==> src/rtl/riscv_mem_arbiter.sv <==
// riscv_mem_arbiter: merges the core's instruction and data memory request
// streams onto one memory port with round-robin arbitration. A small FIFO of
// 1-bit source tags records the issue order, so in-order memory responses
// can be steered back to the right requester.
//
// Handshake: a transfer happens on a rising edge where val & rdy are both 1.
// Once asserted, memreq_val is held with its message stable until memreq_rdy.
// Responses have no backpressure: a response is consumed in the same cycle
// that memresp_val is high.
module riscv_mem_arbiter #(
  parameter int DEPTH = 4
) (
  input  logic        clk,
  input  logic        reset,
  input  logic [66:0] imemreq_msg,
  input  logic        imemreq_val,
  output logic        imemreq_rdy,
  output logic [34:0] imemresp_msg,
  output logic        imemresp_val,
  input  logic [66:0] dmemreq_msg,
  input  logic        dmemreq_val,
  output logic        dmemreq_rdy,
  output logic [34:0] dmemresp_msg,
  output logic        dmemresp_val,
  output logic [66:0] memreq_msg,
  output logic        memreq_val,
  input  logic        memreq_rdy,
  input  logic [34:0] memresp_msg,
  input  logic        memresp_val,
  output logic [4:0]  outstanding,
  output logic        err_orphan
);

  localparam int              PTR_W    = (DEPTH > 1) ? $clog2(DEPTH) : 1;
  localparam logic [PTR_W-1:0] PTR_ONE = PTR_W'(1);
  localparam logic [4:0]      FULL_CNT = 5'(DEPTH);

  // Tag FIFO: bit value 0 = imem, 1 = dmem.
  logic [DEPTH-1:0] r_tags;
  logic [PTR_W-1:0] r_wptr;
  logic [PTR_W-1:0] r_rptr;
  logic [4:0]       r_count;
  // Round-robin pointer: 1 when dmem was granted most recently.
  logic             r_last_dmem;
  // Grant lock while a request is stalled by memreq_rdy = 0.
  logic             r_hold;
  logic             r_hold_dmem;
  logic             r_err;

  logic w_full;
  logic w_empty;
  logic w_sel_dmem;
  logic w_sel_val;
  logic w_fire;
  logic w_pop;
  logic w_orphan;
  logic w_head;

  // Grant selection and request-side handshake.
  always_comb begin
    w_full  = (r_count == FULL_CNT);
    w_empty = (r_count == 5'd0);
    if (r_hold) begin
      w_sel_dmem = r_hold_dmem;
    end else if (imemreq_val && dmemreq_val) begin
      w_sel_dmem = ~r_last_dmem;
    end else begin
      w_sel_dmem = dmemreq_val;
    end
    w_sel_val   = w_sel_dmem ? dmemreq_val : imemreq_val;
    memreq_msg  = w_sel_dmem ? dmemreq_msg : imemreq_msg;
    memreq_val  = reset & ~w_full & w_sel_val;
    imemreq_rdy = reset & ~w_full & ~w_sel_dmem & memreq_rdy;
    dmemreq_rdy = reset & ~w_full &  w_sel_dmem & memreq_rdy;
    w_fire      = memreq_val & memreq_rdy;
  end

  // Response steering by the tag at the FIFO head.
  always_comb begin
    w_head       = r_tags[r_rptr];
    w_pop        = reset & memresp_val & ~w_empty;
    w_orphan     = reset & memresp_val &  w_empty;
    imemresp_msg = memresp_msg;
    dmemresp_msg = memresp_msg;
    imemresp_val = w_pop & ~w_head;
    dmemresp_val = w_pop &  w_head;
    outstanding  = r_count;
    err_orphan   = r_err;
  end

  // FIFO pointers, occupancy, arbitration state and sticky error.
  always_ff @(posedge clk) begin
    if (!reset) begin
      r_tags      <= '0;
      r_wptr      <= '0;
      r_rptr      <= '0;
      r_count     <= 5'd0;
      r_last_dmem <= 1'b0;
      r_hold      <= 1'b0;
      r_hold_dmem <= 1'b0;
      r_err       <= 1'b0;
    end else begin
      r_hold      <= memreq_val & ~memreq_rdy;
      r_hold_dmem <= w_sel_dmem;
      if (w_fire) begin
        r_tags[r_wptr] <= w_sel_dmem;
        r_wptr         <= r_wptr + PTR_ONE;
        r_last_dmem    <= w_sel_dmem;
      end
      if (w_pop) begin
        r_rptr <= r_rptr + PTR_ONE;
      end
      r_count <= r_count + {4'd0, w_fire} - {4'd0, w_pop};
      if (w_orphan) begin
        r_err <= 1'b1;
      end
    end
  end

endmodule

==> config.mk <==
export PLATFORM = sky130hd
export DESIGN_NAME = riscv_mem_arbiter
export DESIGN_NICKNAME = d
export VERILOG_FILES = /design/src/rtl/riscv_mem_arbiter.sv
export SDC_FILE = /design/constraint.sdc
export NUM_CORES = 1
export LEC_CHECK = 0
export ABC_AREA = 1
export BUFFER_PORTS_ARGS = -buffer_cell sky130_fd_sc_hd__buf_2
export CORE_AREA = 2 2 126 128
export DETAILED_ROUTE_END_ITERATION = 6
export DIE_AREA = 0 0 128 130
export PLACE_DENSITY = 0.53
export REMOVE_ABC_BUFFERS = 1
export SLEW_MARGIN = 20
export SYNTH_ARGS = -nofsm -noshare
export SYNTH_HDL_FRONTEND = slang
export SYNTH_SLANG_ARGS = --single-unit
==> constraint.sdc <==
create_clock -name clk -period 6.7 [get_ports clk]
set_input_delay 1.34 -clock clk [delete_from_list [all_inputs] [get_ports clk]]
set_output_delay 1.34 -clock clk [all_outputs]
set_load 0.02 [all_outputs]
==> reports/metrics.yaml <==
run_status:
  outcome: "finished, final reports clean"
cells_and_area:
  multiInputGateArea_um2: 1320
  nets: 747
  regArea_um2: 340
  antenna_cells: 0
  num-fill-cells: 1832
  syn2layout_area_growth_pct: 33.5
  drive_above_1_share: 0.414
  fin_area_um2: 3180
route:
  drc: 0
  drt-initial-drc-count: 126
  vias: 2963
  drt_wl_total_um: 11100
  routed_via_density: 3.94
  wl_per_cell_um: 14.7
  ant_nets: 0
  first_pass_iters: 5
placement:
  gp_congestion: 0.791
  pre_cts_slack_ps: 2410
  placed_cell_area_um2: 3100
  dpl.hpwl_um: 9040
  numPortBuffers: 217
synth:
  synth-compound-area-share: 0.0357
  synthMuxAreaShare: 0
  synth-simple-area-share: 0.448
  ys_types: 27
  synth_xor_xnor_area_share: 0.00735
  syn-cell-area_um2: 2380
  ys_ff_latch: 17
  synth_fa_ha_area_frac: 0.0609
  ys_warn_count: 0
  synth_area_leaders: "nand2_1, buf_4, dfxtp_1"
  synthFlopType: "dfxtp_1"
  synth_top_area_cell: "nand2_1"
  syn_inst: 424
  ys_async_sr_fraction: 0
  ys_seq_area_frac: 0.143
  synth_edf_count: 0
  yosysTopAreaCellShare: 0.366
  avgSynthCellArea_um2: 5.62
  synth_top_family_by_area: "simple AND/OR/NAND/NOR gates"
floorplanning:
  die_w_um: 128
  coreArea_um2: 15400
  io_pins: 323
  die_h_um: 130
  die-area_um2: 16600
  initial_core_util: 0.154
  rows: 46
worst_setup_path:
  end_kind: "primary output"
  max_stage_delay_ps: 470
  cp_top_family: "buffers and inverters"
  critPathKind: "input pin to primary output"
  arrival_ps: 2920
  cp_common_cell: "nand2_1"
  worstPathMaxFanout: 41
  startpoint_type: "input pin"
  startpoint: "imemreq_val"
  cp.buffers_inverters: 4
  crit_chain: "buf_2 > nand2_1 > nand3_1 > nand2_2 > inv_2 > buf_4 > nand2_1 > nand2_1 > buf_2"
  critPathSlowestCell: "buf_4"
  critical_path_required_ps: 5360
  r2r_start: "outstanding[3]$_SDFF_PN0_"
power:
  p_sw_frac: 0.490
  leakage_uw: 0.00203
  power_frac_clock: 0.175
  internal-power_uw: 357
  power_frac_seq: 0.200
  switchingPower_uw: 343
  power_density_nw_per_um2: 220
  comb_power_share: 0.625
  ir_drop_mv: 0.0986
timing:
  rsz0062_at_grt: "false"
  min_period_ps: 4260
  hold_viol: 0
  relSlewSlack: 0.484
  fin_ws_ps: 2440
  fin_crit_sh: 0.636
  skew_ps: 4.52
  final_max_slew_viol_count: 0
  setup-tns-final_ps: 0
  fmax_mhz: 235
  report.final.setup_viol: 0
  worst_pin_slew_ps: 774
clocking:
  cts_resized: 0
  cts_hold_buffers: 0
  cts_htree_levels: 1
  path_clk_slew_ps: 60
  cts.sinks: 17
  cts_setup_buffers: 0
  cts_inserted_buffers: 3
  cts_tree: "yes"
  clock_path_buffers: 2
  clock_latency_ps: 250
  root_buffer: "clkbuf_16"
global_route:
  antenna_found_initial: 0
  grt_usage: 0.121
  grt_max_degree: 74
  overflow: 0
  grt_pass1_vias: 2589
  grt_pass1_wl_um: 15100
flow_run:
  max_cap_viol_count: 0
min_path:
  hold_class: "register to register"
  hp-start: "err_orphan$_SDFFE_PN0P_"
==> power by group through the flow <==
stage	logic (uW)	clock network (uW)	registers, uW
6_report	438	122	140
5_1_grt	495	129	143
4_1_cts	441	125	140
3_5_place_dp	439	0	142
3_3_place_gp	439	0	143
2_1_floorplan	267	0	155
==> synth_stat cells (2+ instances only) <==
master,count
inv_2,3
nor2_1,15
buf_4,72
buf_2,9
nand2_1,232
a21oi_1,6
xor2_1,2
clkbuf_1,4
o21ai_0,3
nand4_1,4
nand3_1,8
inv_1,24
ha_1,10
dfxtp_1,17
nor3_1,3
==> metal layers <==
metal,vias to the layer above,share of wire,global-route usage
met2,214,0.41,0.165
met3,4,0.16,0.0914
li1,1477,-,-
met4,0,0.0073,0.0181
met5,-,0,0.0441
met1,1268,0.42,0.149
==> cells by family after synthesis <==
logic type / count (synthesis)
simple gates: 268
fa+ha+maj: 11
buf+inv: 114
flops: 17
compound gates: 12
xor+xnor: 2
==> sequential cells by signal, indices dropped and copies added (netlist names) <==
register,flops
err_orphan,1
r_tags,4
outstanding,5
r_last_dmem,1
r_hold,1
r_wptr,2
r_hold_dmem,1
r_rptr,2
==> area by class of cell <==
cell class                      instances  share of cell area
Tap cell                              192              0.0755
Sequential cell                        17               0.107
Timing Repair Buffer                  219               0.346
Inverter                               27              0.0319
Clock buffer                            3              0.0236
Clock inverter                          1             0.00157
Multi-Input combinational cell        293               0.414
==> worst register-to-register path, delay by kind of cell (launching register included) <==
kind | cells | cell delay (ps)
AO/OA/AOI/OAI | 4 | 440
adder cells (fa/ha/maj) | 4 | 1110
buffers and inverters | 5 | 310
flip-flops | 1 | 380
AND/OR/NAND/NOR | 4 | 420
==> cells in the final DEF (no fill, tap or decap) <==
| cell | count |
|---|---|
| nand2_1 | 231 |
| buf_2 | 217 |
| inv_1 | 24 |
| dfxtp_1 | 17 |
| nor2_1 | 15 |
| ha_1 | 10 |
| nand3_1 | 8 |
| a21oi_1 | 6 |
| nand4_1 | 4 |
| inv_2 | 3 |
| nor3_1 | 3 |
| o21ai_0 | 3 |
| clkbuf_16 | 3 |
| nand2_2 | 2 |
| xor2_1 | 2 |
| buf_4 | 2 |
| a31oi_4 | 1 |
| a21oi_2 | 1 |
| nand3b_1 | 1 |
| nand4_2 | 1 |
| nor2_8 | 1 |
| a32o_1 | 1 |
| and2_1 | 1 |
| nor3b_1 | 1 |
| fa_1 | 1 |
| clkinv_2 | 1 |
==> metrics by stage <==
step	utilization	instances	total power (uW)	hold slack [ps]
floorplan	-	337	422	489
global placement	0.201	748	582	441
detailed placement	0.201	748	582	448
CTS	0.206	752	706	461
global route	0.206	752	767	468
finish	0.206	752	700	452
==> worst paths after layout <==
check	endpoint	slack [ps]	cells past startpoint
hold / removal	err_orphan$_SDFFE_PN0P_	450	2
setup reg to reg	outstanding[4]$_SDFF_PN0_	3930	17
hold reg to reg	err_orphan$_SDFFE_PN0P_	450	2
setup / recovery	memreq_msg[6]	2440	9
Note: power is estimated with default switching activity, not from simulation.
